**config.mk**
```make
export PLATFORM = sky130hd
export DESIGN_NAME = scale_factor_adapt
export DESIGN_NICKNAME = d
export VERILOG_FILES = /design/src/rtl/scale_factor_adapt.sv
export SDC_FILE = /design/constraint.sdc
export NUM_CORES = 1
export LEC_CHECK = 0
export ABC_AREA = 1
export BUFFER_PORTS_ARGS = -buffer_cell sky130_fd_sc_hd__buf_4
export CORE_ASPECT_RATIO = 1.4
export CORE_MARGIN = 1.5
export CORE_UTILIZATION = 40
export CTS_CLUSTER_SIZE = 40
export DETAILED_ROUTE_END_ITERATION = 10
export HOLD_SLACK_MARGIN = 0.05
export PLACE_DENSITY = 0.65
export REMOVE_ABC_BUFFERS = 1
export SYNTH_ARGS = -nofsm -noshare
export SYNTH_HDL_FRONTEND = slang
export SYNTH_SLANG_ARGS = --single-unit
```
**constraint.sdc**
```tcl
create_clock -name CLK -period 7.4 [get_ports CLK]
set_input_delay 1.48 -clock CLK [delete_from_list [all_inputs] [get_ports CLK]]
set_output_delay 1.48 -clock CLK [all_outputs]
set_load 0.02 [all_outputs]
```
**src/rtl/scale_factor_adapt.sv**
```systemverilog
// Quantizer scale factor adaptation for the ADPCM decoder: fast/slow factor state, limited YUP to FILTE, mixed Y.
// Optional macro SFA_INIT_EN adds an INIT input for per-channel restart without a global reset.
module scale_factor_adapt (
  input  logic        CLK,
  input  logic        RESET,
`ifdef SFA_INIT_EN
  input  logic        INIT,
`endif
  input  logic        WI_VALID,
  input  logic [11:0] WI,
  input  logic [6:0]  AL,
  input  logic [18:0] YLP,
  output logic [12:0] YUP,
  output logic [18:0] YL,
  output logic [12:0] YU,
  output logic [12:0] Y,
  output logic        Y_VALID
);

  localparam logic [12:0] YU_MIN = 13'd544;
  localparam logic [12:0] YU_MAX = 13'd5120;
  localparam logic [18:0] YL_RST = 19'd34816;

  logic [12:0] yu_q;
  logic [18:0] yl_q;
  logic [6:0]  al_q;
  logic [12:0] y_q;
  logic        pend_q;
  logic        y_valid_q;

  logic [16:0] filtd_dif;
  logic [11:0] filtd_sh;
  logic [12:0] yut;

  // FILTD then LIMB; depends only on WI and the registered YU, never on YLP.
  always_comb begin
    filtd_dif = {WI, 5'b0} - {4'b0, yu_q};
    filtd_sh  = 12'(filtd_dif >> 5);
    yut       = yu_q + {filtd_dif[16], filtd_sh};
    if (yut >= YU_MAX) begin
      YUP = YU_MAX;
    end else if (yut < YU_MIN) begin
      YUP = YU_MIN;
    end else begin
      YUP = yut;
    end
  end

  logic [12:0] yl_sh;
  logic [13:0] mix_dif;
  logic [13:0] mix_difm;
  logic [20:0] mix_full;
  logic [13:0] mix_prodm;
  logic [13:0] mix_prod;
  logic [12:0] y_d;

  // MIX: magnitude/sign form so the AL weighting is applied to an unsigned difference.
  always_comb begin
    yl_sh     = yl_q[18:6];
    mix_dif   = {1'b0, yu_q} - {1'b0, yl_sh};
    mix_difm  = mix_dif[13] ? (~mix_dif + 14'd1) : mix_dif;
    mix_full  = {7'd0, mix_difm} * {14'd0, al_q};
    mix_prodm = 14'(mix_full >> 6);
    mix_prod  = mix_dif[13] ? (~mix_prodm + 14'd1) : mix_prodm;
    y_d       = 13'({1'b0, yl_sh} + mix_prod);
  end

  always_ff @(posedge CLK) begin
    if (RESET) begin
      yu_q      <= YU_MIN;
      yl_q      <= YL_RST;
      al_q      <= 7'd0;
      y_q       <= YU_MIN;
      pend_q    <= 1'b0;
      y_valid_q <= 1'b0;
`ifdef SFA_INIT_EN
    end else if (INIT) begin
      yu_q      <= YU_MIN;
      yl_q      <= YL_RST;
      al_q      <= 7'd0;
      y_q       <= YU_MIN;
      pend_q    <= 1'b0;
      y_valid_q <= 1'b0;
`endif
    end else begin
      if (WI_VALID) begin
        yu_q <= YUP;
        yl_q <= YLP;
        al_q <= AL;
      end
      pend_q    <= WI_VALID;
      y_valid_q <= pend_q;
      if (pend_q) begin
        y_q <= y_d;
      end
    end
  end

  assign YU      = yu_q;
  assign YL      = yl_q;
  assign Y       = y_q;
  assign Y_VALID = y_valid_q;

endmodule
```
# ---- Yosys cells after proc, flatten, opt, wreduce, memory -nomap -nowiden
# Index checks and enable logic that the tools add are counted.
dict set report word_totals {
  word_cells 21
  output_inout_bits 59
  in_bits 41
  register_bits 54
}
dict set report classes {
  n_lt_le_gt_ge 2
  add_sub_neg 6
  muxes 4
  n_mul 1
  n_bitwise 2
}
# operator n
set op_table {}
lappend op_table {{13-bit 2-to-1 mux} 3}
lappend op_table {{13-bit adder} 2}
lappend op_table {{14-bit by 7-bit multiplier with 19-bit output} 1}
lappend op_table {{17-bit by 13-bit subtractor with 17-bit output} 1}
lappend op_table {{14-bit by 1-bit adder with 14-bit output (second input constant)} 1}
lappend op_table {{14-bit 2-to-1 mux} 1}
lappend op_table {{14-bit inverter} 1}
lappend op_table {{13-bit by 13-bit subtractor with 14-bit output} 1}
lappend op_table {{13-bit by 1-bit adder with 13-bit output (second input constant)} 1}
lappend op_table {{13-bit >= comparator (second input constant)} 1}
lappend op_table {{13-bit by 10-bit less-than comparator with 1-bit output (second input constant)} 1}
lappend op_table {{13-bit inverter} 1}

# ---- Depth between registers and ports, before layout
dict set report depth {
  ltp_word 9
  ltp_mapped 54
  mapped_depth_nobuf 54
}

# ---- Least setup slack after synthesis
# No wires, ideal clock.
dict set report synth_timing {
  path_type {register to register}
  startpoint {reg yu_q[0], in the netlist YU[0]}
  endpoint {reg y_q[12], in the netlist Y[12]}
  path_buffers 0
  required_ns 7.291
  setup_ns 0.109
  path_slack_ns -0.622
  t_arrival_ns 7.913
  synth_period_minus_slack_ns 8.022
  path_stages_with_launch 51
  cell_sequence {dfxtp_1 -> inv_1 -> ha_1 -> inv_1 -> fa_1 -> inv_1 -> ha_1 -> inv_1 -> nor2_1 -> nand3_1 -> nor2_1 -> nand2_2 -> nor2_4 -> nor2_1 -> xor2_1 -> nor2_1 -> fa_1 -> fa_1 -> [15 not listed] -> inv_1 -> ha_1 -> nand2_1 -> o21ai_0 -> a21oi_1 -> o21ai_0 -> a21oi_1 -> o21bai_1 -> xor2_1 -> nand3_1 -> nand2_2 -> nand2_2 -> inv_1 -> nor2_1 -> nand2_1 -> nand3_1 -> nand2_1 -> inv_1}
}
dict set report synth_between {
  elab_chain_cells 9
}
# element line_no
set synth_lines {}
lappend synth_lines {{start, declared} 24} ;# logic [12:0] yu_q;
lappend synth_lines {{start signal, assigned} 70} ;# yu_q <= YU_MIN;
lappend synth_lines {{start signal, assigned} 87} ;# yu_q <= YUP;
lappend synth_lines {{13-bit by 13-bit subtractor with 14-bit output (*)} 60} ;# mix_dif = {1'b0, yu_q} - {1'b0, yl_sh};
lappend synth_lines {{14-bit inverter} 61} ;# mix_difm = mix_dif[13] ? (~mix_dif + 14'd1) : mix_dif;
lappend synth_lines {{14-bit by 1-bit adder with 14-bit output} 61}
lappend synth_lines {{14-bit 2-to-1 mux} 61}
lappend synth_lines {{14-bit by 7-bit multiplier with 19-bit output} 62} ;# mix_full = {7'd0, mix_difm} * {14'd0, al_q};
lappend synth_lines {{13-bit inverter} 64} ;# mix_prod = mix_dif[13] ? (~mix_prodm + 14'd1) : mix_prodm;
lappend synth_lines {{13-bit by 1-bit adder with 13-bit output} 64}
lappend synth_lines {{13-bit 2-to-1 mux (*)} 64}
lappend synth_lines {{13-bit adder (*)} 65} ;# y_d = 13'({1'b0, yl_sh} + mix_prod);
lappend synth_lines {{end signal, assigned} 94} ;# y_q <= y_d;
lappend synth_lines {{end, declared} 27} ;# logic [12:0] y_q;
# Mark *: on every way between the ends. The rest lies on a longest branch, timed or not.
# A chain may end at the register's enable or synchronous reset.

# ---- Worst setup path after layout
# Ends and elaborated chain as after synthesis.

==> impl_metrics.py <==
metrics = {
    "run_status": {
        "run_status": "complete, but fails checks",
        "violations": "setup timing",
    },
    "sta": {
        "final_max_slew_viol_count": 0,
        "max-slew-margin-rel_pct": 34.9,
        "finClkSkew_ns": 0.00821,
        "period_minus_slack_ns": 7.83,
        "grt_setup_unrepaired": "true",
        "tightest_slew_ns": 0.975,
        "setup_viol": 2,
        "final.setup.tns_ns": -0.502,
        "period_share_pct": 106,
        "clock.fmax_ghz": 0.128,
        "layout_setup_ws_ns": -0.429,
        "finalHoldViolations": 0,
    },
    "clock_network": {
        "clkSinkCount": 54,
        "clock_latency_ns": 0.31,
        "htreeDepth": 2,
        "cts.hold.buffers_added": 0,
        "cts_tree": "built",
        "ctsLongestPathBuffers": 2,
        "clockRootBuffer": "clkbuf_16",
        "cts_made_buffers": 5,
        "clk_pin_slew_ns": 0.08,
    },
    "worst_setup_path": {
        "crit_path_max_incr_delay_ns": 0.54,
        "endpoint": "Y[12]",
        "worstSetupStartpointType": "register",
        "crit_top_cell": "nand2_2",
        "critPathCaptureType": "register",
        "reg2regPathDepth": 50,
        "critPathRequiredTime_ns": 7.61,
        "crit_fanout": 4,
        "rr_endpoint": "Y[12]",
        "cpMaxStageDelayCell": "fa_1",
        "critPathKind": "register to register",
        "critPathTopFamily": "adder cells",
        "r2r_slack_ns": -0.43,
        "rr_startpoint": "YU[0]",
        "worst-path-stages": 50,
        "arrival_ns": 8.04,
        "crit_start": "YU[0]",
        "path_buf_inv": 15,
    },
    "layout": {
        "mostFrequentLayoutCells": "buf_4, nand2_1, inv_1",
        "area_delta_synth_final_pct": 47.7,
        "fill_cells": 1718,
        "final_cell_area_mm2": 0.0116,
        "drive_above_1_share_pct": 38.4,
        "final_nets": 1687,
        "antenna_cells": 0,
        "layout.cells.most_common": "buf_4",
    },
    "global_route": {
        "grt_usage_pct": 24.4,
        "grt_pass1_vias": 8979,
        "grt_pass1_wl_um": 40000,
        "antenna_found_initial": 0,
        "grt_max_degree": 45,
        "overflow": 0,
    },
    "die": {
        "fp.dieW_um": 122,
        "start_util_pct": 40.9,
        "die_height_um": 169,
        "rows": 60,
        "core_mm2": 0.0193,
        "pin_count": 100,
        "die-area_mm2": 0.0206,
    },
    "route": {
        "route.detailed.drc": 0,
        "wl_per_cell_um": 14.0,
        "dr.pass1.iters": 4,
        "ant_nets": 0,
        "wl_um": 24600,
        "first_iter_violations": 307,
        "viasPerCell": 4.92,
        "vias": 8644,
    },
    "yosys": {
        "synth_enable_flop_cells": 0,
        "synth_cells": 1186,
        "postSynthAreaPerCell_um2": 6.65,
        "yosys_warnings": 0,
        "synthFlopType": "dfxtp_1",
        "syn_area_mm2": 0.00788,
        "synth-async-reset-ratio_pct": 0,
        "ys_seq_elements": 54,
        "synth-seq-area-share_pct": 13.7,
        "synth.distinct_cells": 46,
    },
    "hold_path": {
        "worstHoldStart": "Y[5]",
        "hold_path.class": "register to register",
    },
    "placement": {
        "dp_hpwl_um": 19900,
        "place.gp.congestion": 0.941,
        "place_area_mm2": 0.0104,
        "io_buffer_count": 99,
    },
    "flow_run": {
        "drv_cap": 0,
    },
}
==> worst reg2reg max path, delay by kind of cell, from the launching register on <==
family / cells / cell delay (ns)
flops: 1 / 0.33
buf+inv: 15 / 1.35
xor+xnor: 3 / 0.53
compound gates: 4 / 0.53
simple gates: 19 / 1.59
fa+ha+maj: 9 / 3.40
==> cell families (layout without fill, tap and decap cells) <==
family          count (synthesis)  count (layout)  synth area share, %
simple gates                  522             523                 28.8
buf+inv                       246             568                 12.0
compound gates                176             176                 12.0
fa+ha+maj                     138             138                 27.6
flops                          54              54                 13.7
xor+xnor                       50              50                 5.84
==> per-layer routing <==
layer | up-vias | GRT usage [%] | wire [um]
met1 | 4013 | 24.2 | 8860
met5 | - | 0 | 0
li1 | 4358 | - | -
met4 | 0 | 14.0 | 1500
met2 | 196 | 47.8 | 13500
met3 | 77 | 2.66 | 760
==> Yosys cell counts, types with 3 or more instances <==
master	number	share of area, %
inv_1	217	10
fa_1	60	15
o21ai_2	4	0.44
or2_2	4	0.32
dfxtp_1	54	14
nor2_1	152	7.2
ha_1	78	12
nor3_1	10	0.63
a21oi_1	88	5.6
nand3_1	55	3.5
a21o_1	3	0.29
o21ai_1	4	0.25
clkbuf_1	20	0.95
nor2_2	4	0.32
o21bai_1	7	0.67
nand3b_1	3	0.29
nand2_2	30	2.4
nand3_2	6	0.76
xor2_1	34	3.8
o21ai_0	61	3.9
nand4_1	13	1.0
nand2_1	235	11
xnor2_1	13	1.4
==> through the flow <==
| step | util, % | hold slack, ns | setup WS (ns) | instances |
|---|---|---|---|---|
| global placement | 53.8 | 0.476 | -0.847 | 1715 |
| global route | 60.4 | 0.533 | -0.851 | 1757 |
| CTS | 58.0 | 0.499 | -0.275 | 1745 |
| floorplan | - | 0.570 | -0.638 | 1160 |
| finish | 60.4 | 0.491 | -0.429 | 1757 |
| detailed placement | 53.8 | 0.477 | -0.945 | 1715 |
==> flip-flops by register name, indices dropped and copies added, names as in the netlist <==
name,flops
al_q,7
YU,13
Y_VALID,1
Y,13
YL,19
pend_q,1
==> timing repair <==
action                                  4_1_cts  5_1_grt
resized for setup                           124      100
setup buffers                                22       14
pin swaps                                    95       77
endpoints found under the setup margin        6       18
gates cloned                                  0        1
==> how the worst min path moves through the flow <==
stage,to,slack (ns),cells after the start
4_1_cts,Y[5],0.50,2
2_1_floorplan,YL[10],0.57,2
3_5_place_dp,Y[5],0.48,2
6_report,Y[5],0.49,2
3_3_place_gp,Y[5],0.48,2
5_1_grt,Y[5],0.53,2
==> area by class of cell <==
class | count | area, um^2 | share of cell area [%]
inverter | 220 | 833 | 7.16
timing repair buffer | 340 | 2570 | 22.1
tap | 248 | 310 | 2.66
sequential | 54 | 1090 | 9.34
clock inverter | 3 | 28.8 | 0.247
multi-input combinational | 887 | 6690 | 57.4
clock buffer | 5 | 125 | 1.07
Power is left out: the tool's default activity adds up to more than one toggle a clock period on the data nets, which glitch-free logic cannot reach.
